==> config.mk <==
export PLATFORM = sky130hd
export DESIGN_NAME = id_ex_stage_flat
export DESIGN_NICKNAME = d
export VERILOG_FILES = /design/src/rtl/id_ex_pkg.sv /design/src/rtl/id_ex_if.sv /design/src/rtl/id_ex_alu.sv /design/src/rtl/id_ex_stage.sv /design/src/flat_wrapper.sv
export SDC_FILE = /design/constraint.sdc
export NUM_CORES = 1
export LEC_CHECK = 0
export ABC_AREA = 1
export CORE_MARGIN = 3
export CORE_UTILIZATION = 35
export DETAILED_ROUTE_END_ITERATION = 10
export GPL_TIMING_DRIVEN = 1
export HOLD_SLACK_MARGIN = 0.1
export PLACE_DENSITY = 0.62
export SLEW_MARGIN = 0
export SYNTH_ARGS = -nofsm -noshare
export SYNTH_HDL_FRONTEND = slang
export SYNTH_HIERARCHICAL = 1
export SYNTH_SLANG_ARGS = --single-unit
==> constraint.sdc <==
create_clock -name clk -period 2.4 [get_ports clk]
set_clock_uncertainty 0.05 [all_clocks]
set_input_delay 0.72 -clock clk [delete_from_list [all_inputs] [get_ports clk]]
set_output_delay 0.72 -clock clk [all_outputs]
set_load 0.01 [all_outputs]
==> src/rtl/id_ex_pkg.sv <==
// id_ex_pkg: opcodes, instruction field positions, flag indices and the decode table
package id_ex_pkg;
  localparam logic [4:0] OP_ADDI = 5'b01000;
  localparam logic [4:0] OP_SUBI = 5'b01001;
  localparam logic [4:0] OP_ANDI = 5'b01010;
  localparam logic [4:0] OP_ORI  = 5'b01011;
  localparam logic [4:0] OP_LDI  = 5'b01100;
  localparam logic [4:0] OP_LDD  = 5'b01101;
  localparam logic [4:0] OP_STD  = 5'b01110;
  localparam logic [4:0] OP_ADD  = 5'b10000;
  localparam logic [4:0] OP_SUB  = 5'b10001;
  localparam logic [4:0] OP_AND  = 5'b10010;
  localparam logic [4:0] OP_OR   = 5'b10011;
  localparam logic [4:0] OP_EOR  = 5'b10110;
  localparam logic [4:0] OP_NOT  = 5'b11100;
  localparam logic [4:0] OP_SHL  = 5'b11101;
  localparam logic [4:0] OP_SHR  = 5'b11110;
  localparam int OP_HI = 15;
  localparam int OP_LO = 11;
  localparam int RD_HI = 10;
  localparam int RD_LO = 8;
  localparam int RS_HI = 7;
  localparam int RS_LO = 5;
  localparam int FLAG_Z = 2;
  localparam int FLAG_N = 1;
  localparam int FLAG_C = 0;
  typedef struct packed {
    logic legal;
    logic regwrite;
    logic mem_read;
    logic mem_write;
    logic mem_to_reg;
    logic use_rd;
    logic use_rs;
  } ctrl_t;
  function automatic ctrl_t decode(logic [4:0] op);
    ctrl_t c;
    c = '0;
    case (op)
      OP_ADDI, OP_SUBI, OP_ANDI, OP_ORI, OP_NOT, OP_SHL, OP_SHR: c = '{1, 1, 0, 0, 0, 1, 0};
      OP_LDI: c = '{1, 1, 0, 0, 0, 0, 0};
      OP_LDD: c = '{1, 1, 1, 0, 1, 0, 0};
      OP_STD: c = '{1, 0, 0, 1, 0, 1, 0};
      OP_ADD, OP_SUB, OP_AND, OP_OR, OP_EOR: c = '{1, 1, 0, 0, 0, 1, 1};
      default: c = '0;
    endcase
    return c;
  endfunction
endpackage

==> src/rtl/id_ex_if.sv <==
// id_ex_if: fetch-side, write-back and ID/EX output signals of id_ex_stage
interface id_ex_if #(parameter int DATA_W = 8);
  logic in_valid;
  logic in_ready;
  logic [15:0] instr;
  logic wb_en;
  logic [2:0] wb_addr;
  logic [DATA_W-1:0] wb_data;
  logic out_valid;
  logic out_ready;
  logic out_regwrite;
  logic out_mem_read;
  logic out_mem_write;
  logic out_mem_to_reg;
  logic [DATA_W-1:0] out_alu_result;
  logic [DATA_W-1:0] out_store_data;
  logic [2:0] out_rd;
  logic [2:0] out_flags;
  logic out_illegal;
  modport slave (
    input in_valid, instr, wb_en, wb_addr, wb_data, out_ready,
    output in_ready, out_valid, out_regwrite, out_mem_read, out_mem_write, out_mem_to_reg,
    output out_alu_result, out_store_data, out_rd, out_flags, out_illegal
  );
  modport master (
    output in_valid, instr, wb_en, wb_addr, wb_data, out_ready,
    input in_ready, out_valid, out_regwrite, out_mem_read, out_mem_write, out_mem_to_reg,
    input out_alu_result, out_store_data, out_rd, out_flags, out_illegal
  );
endinterface

==> src/rtl/id_ex_alu.sv <==
// id_ex_alu: combinational ALU producing result and {Z,N,C}
module id_ex_alu import id_ex_pkg::*; #(
  parameter int DATA_W = 8
) (
  input  logic [4:0]        op,
  input  logic [DATA_W-1:0] a,
  input  logic [DATA_W-1:0] b,
  output logic [DATA_W-1:0] result,
  output logic [2:0]        flags
);
  logic c;
  logic fz;
  always_comb begin
    result = '0;
    c = 1'b0;
    fz = 1'b0;
    case (op)
      OP_ADDI, OP_ADD: {c, result} = {1'b0, a} + {1'b0, b};
      OP_SUBI, OP_SUB: begin result = a - b; c = a < b; end
      OP_ANDI, OP_AND: result = a & b;
      OP_ORI, OP_OR:   result = a | b;
      OP_EOR:          result = a ^ b;
      OP_LDI:          result = b;
      OP_LDD, OP_STD:  begin result = b; fz = 1'b1; end
      OP_NOT:          result = ~a;
      OP_SHL:          {c, result} = {a, 1'b0};
      OP_SHR:          begin result = a >> 1; c = a[0]; end
      default:         fz = 1'b1;
    endcase
    flags = fz ? 3'b000 : {result == '0, result[DATA_W-1], c};
  end
endmodule

==> src/rtl/id_ex_stage.sv <==
// id_ex_stage: decode/execute stage with register file, hazard scoreboard and ID/EX register; ID_EX_BYPASS_EN enables write-back bypass
module id_ex_stage import id_ex_pkg::*; #(
  parameter int DATA_W   = 8,
  parameter int NUM_REGS = 8,
  parameter int IMM_W    = 8
) (
  input logic clk,
  input logic rst_n,
  id_ex_if.slave bus
);
  localparam logic [3:0] NR = 4'(NUM_REGS);
  logic [4:0] op;
  logic [2:0] rd, rs;
  ctrl_t c;
  logic [DATA_W-1:0] rf [8];
  logic [DATA_W-1:0] rd_val, rs_val, imm, alu_b, res;
  logic [2:0] fl;
  logic [NUM_REGS-1:0] sb, sb_eff, sb_nxt;
  logic [7:0] sb8, clr8, set8;
  logic wb_ok, hazard, accept;
  assign op = bus.instr[OP_HI:OP_LO];
  assign rd = bus.instr[RD_HI:RD_LO];
  assign rs = bus.instr[RS_HI:RS_LO];
  assign c = decode(op);
  assign imm = DATA_W'(bus.instr[IMM_W-1:0]);
  // writes to indices beyond NUM_REGS are dropped, so those entries stay 0
  assign wb_ok = bus.wb_en & ({1'b0, bus.wb_addr} < NR);
  assign clr8 = 8'(wb_ok) << bus.wb_addr;
  assign set8 = 8'(accept & c.regwrite) << rd;
  assign sb_nxt = (sb & ~clr8[NUM_REGS-1:0]) | set8[NUM_REGS-1:0];
`ifdef ID_EX_BYPASS_EN
  assign rd_val = (wb_ok && bus.wb_addr == rd) ? bus.wb_data : rf[rd];
  assign rs_val = (wb_ok && bus.wb_addr == rs) ? bus.wb_data : rf[rs];
  assign sb_eff = sb & ~clr8[NUM_REGS-1:0];
`else
  assign rd_val = rf[rd];
  assign rs_val = rf[rs];
  assign sb_eff = sb;
`endif
  assign sb8 = 8'(sb_eff);
  assign hazard = bus.in_valid & (((c.use_rd | c.regwrite) & sb8[rd]) | (c.use_rs & sb8[rs]));
  assign bus.in_ready = (~bus.out_valid | bus.out_ready) & ~hazard;
  assign accept = bus.in_valid & bus.in_ready;
  assign alu_b = c.use_rs ? rs_val : imm;
  id_ex_alu #(.DATA_W(DATA_W)) u_alu (
    .op(op),
    .a(rd_val),
    .b(alu_b),
    .result(res),
    .flags(fl)
  );
  always_ff @(posedge clk or negedge rst_n) begin
    if (!rst_n) begin
      for (int i = 0; i < 8; i++) rf[i] <= '0;
      sb <= '0;
      bus.out_valid <= 1'b0;
      bus.out_regwrite <= 1'b0;
      bus.out_mem_read <= 1'b0;
      bus.out_mem_write <= 1'b0;
      bus.out_mem_to_reg <= 1'b0;
      bus.out_alu_result <= '0;
      bus.out_store_data <= '0;
      bus.out_rd <= '0;
      bus.out_flags <= '0;
      bus.out_illegal <= 1'b0;
    end else begin
      if (wb_ok) rf[bus.wb_addr] <= bus.wb_data;
      sb <= sb_nxt;
      if (accept) begin
        bus.out_valid <= 1'b1;
        bus.out_regwrite <= c.regwrite;
        bus.out_mem_read <= c.mem_read;
        bus.out_mem_write <= c.mem_write;
        bus.out_mem_to_reg <= c.mem_to_reg;
        bus.out_alu_result <= res;
        bus.out_store_data <= c.mem_write ? rd_val : '0;
        bus.out_rd <= rd;
        bus.out_flags <= fl;
        bus.out_illegal <= ~c.legal;
      end else if (bus.out_ready) begin
        bus.out_valid <= 1'b0;
      end
    end
  end
endmodule

==> src/flat_wrapper.sv <==
// flat-port wrapper written by rule: the top's interface ports become plain ports
module id_ex_stage_flat import id_ex_pkg::*;
#(
  parameter int DATA_W   = 8,
  parameter int NUM_REGS = 8,
  parameter int IMM_W    = 8
)
  (clk, rst_n, bus_in_valid, bus_instr, bus_wb_en, bus_wb_addr, bus_wb_data, bus_out_ready, bus_in_ready, bus_out_valid, bus_out_regwrite, bus_out_mem_read, bus_out_mem_write, bus_out_mem_to_reg, bus_out_alu_result, bus_out_store_data, bus_out_rd, bus_out_flags, bus_out_illegal);
  id_ex_if #(.DATA_W(DATA_W)) bus_i ();
  input logic clk;
  input logic rst_n;
  input wire logic [$bits(bus_i.in_valid)-1:0] bus_in_valid;
  input wire logic [$bits(bus_i.instr)-1:0] bus_instr;
  input wire logic [$bits(bus_i.wb_en)-1:0] bus_wb_en;
  input wire logic [$bits(bus_i.wb_addr)-1:0] bus_wb_addr;
  input wire logic [$bits(bus_i.wb_data)-1:0] bus_wb_data;
  input wire logic [$bits(bus_i.out_ready)-1:0] bus_out_ready;
  output wire logic [$bits(bus_i.in_ready)-1:0] bus_in_ready;
  output wire logic [$bits(bus_i.out_valid)-1:0] bus_out_valid;
  output wire logic [$bits(bus_i.out_regwrite)-1:0] bus_out_regwrite;
  output wire logic [$bits(bus_i.out_mem_read)-1:0] bus_out_mem_read;
  output wire logic [$bits(bus_i.out_mem_write)-1:0] bus_out_mem_write;
  output wire logic [$bits(bus_i.out_mem_to_reg)-1:0] bus_out_mem_to_reg;
  output wire logic [$bits(bus_i.out_alu_result)-1:0] bus_out_alu_result;
  output wire logic [$bits(bus_i.out_store_data)-1:0] bus_out_store_data;
  output wire logic [$bits(bus_i.out_rd)-1:0] bus_out_rd;
  output wire logic [$bits(bus_i.out_flags)-1:0] bus_out_flags;
  output wire logic [$bits(bus_i.out_illegal)-1:0] bus_out_illegal;
  assign bus_i.in_valid = bus_in_valid;
  assign bus_i.instr = bus_instr;
  assign bus_i.wb_en = bus_wb_en;
  assign bus_i.wb_addr = bus_wb_addr;
  assign bus_i.wb_data = bus_wb_data;
  assign bus_i.out_ready = bus_out_ready;
  assign bus_in_ready = bus_i.in_ready;
  assign bus_out_valid = bus_i.out_valid;
  assign bus_out_regwrite = bus_i.out_regwrite;
  assign bus_out_mem_read = bus_i.out_mem_read;
  assign bus_out_mem_write = bus_i.out_mem_write;
  assign bus_out_mem_to_reg = bus_i.out_mem_to_reg;
  assign bus_out_alu_result = bus_i.out_alu_result;
  assign bus_out_store_data = bus_i.out_store_data;
  assign bus_out_rd = bus_i.out_rd;
  assign bus_out_flags = bus_i.out_flags;
  assign bus_out_illegal = bus_i.out_illegal;
  id_ex_stage #(.DATA_W(DATA_W), .NUM_REGS(NUM_REGS), .IMM_W(IMM_W)) u_core (.clk(clk), .rst_n(rst_n), .bus(bus_i));
endmodule
==> results.toml <==
[synth]
postSynthCellCount = 1021
synth_area_per_cell_um2 = 6.72
synth-edff-count = 0
synthArstFlopShare_pct = 100
ys_ff_latch = 99
synth.area.top_cells = "dfrtp_1 (36%), nand2_1 (17%), o21ai_0 (11%)"
synth_top_cell_by_area = "dfrtp_1"
postSynthNetCount = 1079
ys_seq_area_share_pct = 36.1
synth.most_common_cell = "nand2_1"
syn-cell-area_mm2 = 0.00686
yosysUniqueCellTypes = 41
netlist.area_leader.share_pct = 36.1
ys.flop_type = "dfrtp_1"
synth_top_cells_by_count = "nand2_1 (309), o21ai_0 (150), inv_1 (122)"
yosysWarnings = 6

[floorplanning]
coreArea_mm2 = 0.0190
start_util_pct = 36.2
dieHeight_um = 146
rows = 50
die_w_um = 146
die-area_mm2 = 0.0213
io-pin-count = 61

[detailed_routing]
drt_iter0_markers = 685
first_pass_iters = 6
drt-total-wl_um = 24400
vias_per_cell = 5.10
drcViolationCount = 0
drtAntennaViolNets = 0
vias = 7742
wl_per_cell_um = 16.1

[pwr]
power_frac_clock_pct = 24.8
pwr-share-comb_pct = 39.7
power.share.switching_pct = 35.5
total_power_mw = 6.14
p_leak_nw = 5.09
pwr-share-seq_pct = 35.5
power_density_mw_per_mm2 = 596
p_switching_mw = 2.18
intPower_mw = 3.96
ir_drop_mv = 0.429

[timing]
fmax_mhz = 337
slew_viol_final = 0
setup_violations = 12
rsz0062_at_grt = "yes"
slew_headroom_pct = 49.0
hold_viol_final = 0
fin_ws_ns = -0.568
fin_crit_sh_pct = 124
period_needed_ns = 2.97
worstMarginPinSlew_ns = 0.763

[global_routing]
grt_pass1_wl_um = 39100
grt_pass1_vias = 7410
grt_overflow_total = 0
grt_max_degree = 40
grt_util_all_layers_pct = 22.6
antenna_found_initial = 0

[final_layout]
final_core_util_pct = 54.4
drive_gt1_share_pct = 29.9
antenna_cells = 0
area_delta_synth_final_pct = 50.4
fin_nets = 1310

[clock_network]
cts-root-buf = "clkbuf_16"
clkTransAtPathRegs_ns = 0.07
clock_latency_ns = 0.35
clock-sinks = 99
cts_tree = "yes"
cts_buffers = 9
cts-hold-fix-buffers = 0
htree_levels = 3
clockBufferDepth = 2

[outcome]
status = "finished, violations left"
violations = "setup timing"

[worst_setup_path]
cp-end-kind = "flip-flop"
cp-start-kind = "input port"
cp.arrival_ns = 3.22
path_class = "input port to flip-flop"
cp.required_ns = 2.65
cp_max_fo = 8

[placed_design]
dp_hpwl_um = 17100
io_buffers = 60
dp_slack_ns = -1.52
gp_congestion = 0.960

[hold_path]
worst_hold_path_type = "input port to async pin"

[run]
max_cap_violations = 0
cells by family after synthesis:
group | Yosys count | synth area share [%]
compound gates | 226 | 17.6
buf+inv | 174 | 10.4
xor+xnor | 3 | 0.383
mux | 1 | 0.146
flops | 99 | 36.1
simple gates | 492 | 30.3
fa+ha+maj | 26 | 4.96
cell usage in the layout, fill, tap and decap left out, types with 7 or more instances in the layout:
cell | netlist | final
buf_12 | 0 | 18
ha_4 | 0 | 9
o211ai_1 | 13 | 13
a21oi_2 | 0 | 17
nand4_1 | 30 | 30
nor2_4 | 2 | 7
ha_1 | 24 | 9
o21ai_2 | 6 | 7
a21oi_1 | 46 | 28
dfrtp_1 | 99 | 99
nand2_2 | 1 | 27
clkbuf_16 | 0 | 11
o21ai_0 | 150 | 125
buf_6 | 2 | 24
inv_4 | 0 | 7
clkdlybuf4s50_1 | 0 | 47
nand3_1 | 68 | 52
nand3_2 | 1 | 17
nor2_1 | 72 | 63
nand2_1 | 309 | 279
inv_2 | 5 | 24
o21ai_1 | 2 | 26
buf_4 | 6 | 162
inv_1 | 122 | 93
power groups by stage:
stage	Clock (mW)	Sequential, mW	Combinational, mW
after floorplan	0	2.16	1.10
after CTS	1.54	2.17	2.28
after global placement	0	2.19	2.02
after detailed placement	0	2.19	2.04
final	1.53	2.18	2.44
after global routing	1.62	2.22	2.69
worst paths after layout:
path	from	end	slack, ns	cells after the start
worst max register to register	u_core/rf[0]	u_core/bus.out_flags[2]	-0.30	21
worst min register to register	u_core/bus.out_alu_result[7]	u_core/bus.out_alu_result[7]	0.43	2
worst min-delay path	rst_n	u_core/bus.out_alu_result[3]	0.22	1
min in group clk	u_core/bus.out_alu_result[7]	u_core/bus.out_alu_result[7]	0.43	2
worst max-delay path	bus_instr[11]	u_core/bus.out_flags[2]	-0.57	24
max in group asynchronous	rst_n	u_core/rf[22]	1.48	2
state kept, by name, summed over array words and instances, names as in the netlist:
signal and cells:
u_core/bus.out_alu_result 8, u_core/bus.out_flags 3, u_core/bus.out_illegal 1, u_core/bus.out_mem_read 1
u_core/bus.out_mem_write 1, u_core/bus.out_rd 3, u_core/bus.out_regwrite 1, u_core/bus.out_store_data 8
u_core/bus.out_valid 1, u_core/rf 64, u_core/sb 8
final cells by class:
type | instances | area, µm²
clock buffer | 11 | 243
tap | 260 | 325
inverter | 127 | 522
multi-input combinational | 748 | 4130
clock inverter | 5 | 62.6
fill | 1813 | 8640
sequential | 99 | 2480
timing repair buffer | 267 | 2550
timing repair:
action,in CTS,in global routing
gates resized for setup,148,87
setup buffers,26,12
pin swaps,46,61
endpoints found under the setup margin,36,12
gates cloned,3,2
layer usage:
| layer | vias up | GRT usage, % | routed length (µm) |
|---|---|---|---|
| met2 | 264 | 37.5 | 11600 |
| met3 | 55 | 3.77 | 1260 |
| met5 | - | 0 | 0 |
| li1 | 3773 | - | - |
| met1 | 3650 | 30.0 | 10700 |
| met4 | 0 | 7.71 | 737 |
per-stage QoR:
step	hold slack, ns	instances	TNS, ns	area, µm²
finish	0.218	1517	-4.44	10300
global route	0.245	1517	-6.15	10300
global placement	0.414	1463	-26.87	9070
CTS	0.231	1505	-4.07	9950
floorplan	0.374	1021	-4.64	7030
detailed placement	0.416	1463	-27.71	9070
worst max-delay path: stages:
cell       delay [ns]
buf_12           0.11
inv_12           0.04
nand2_4          0.04
nand2_2          0.06
nand2_2          0.08
nor2_4           0.19
buf_6            0.15
inv_8            0.04
a221oi_4         0.19
a2bb2oi_2        0.19
inv_2            0.07
ha_4             0.33
nand2_1          0.06
inv_1            0.07
nand4_1          0.10
nand3_1          0.11
nand2_2          0.07
nand3_2          0.06
nand3_2          0.08
nor2_1           0.13
nand3_1          0.10
nor2_1           0.10
nand2_1          0.05
nand2_1          0.05
Power figures use the tool's default switching activity.
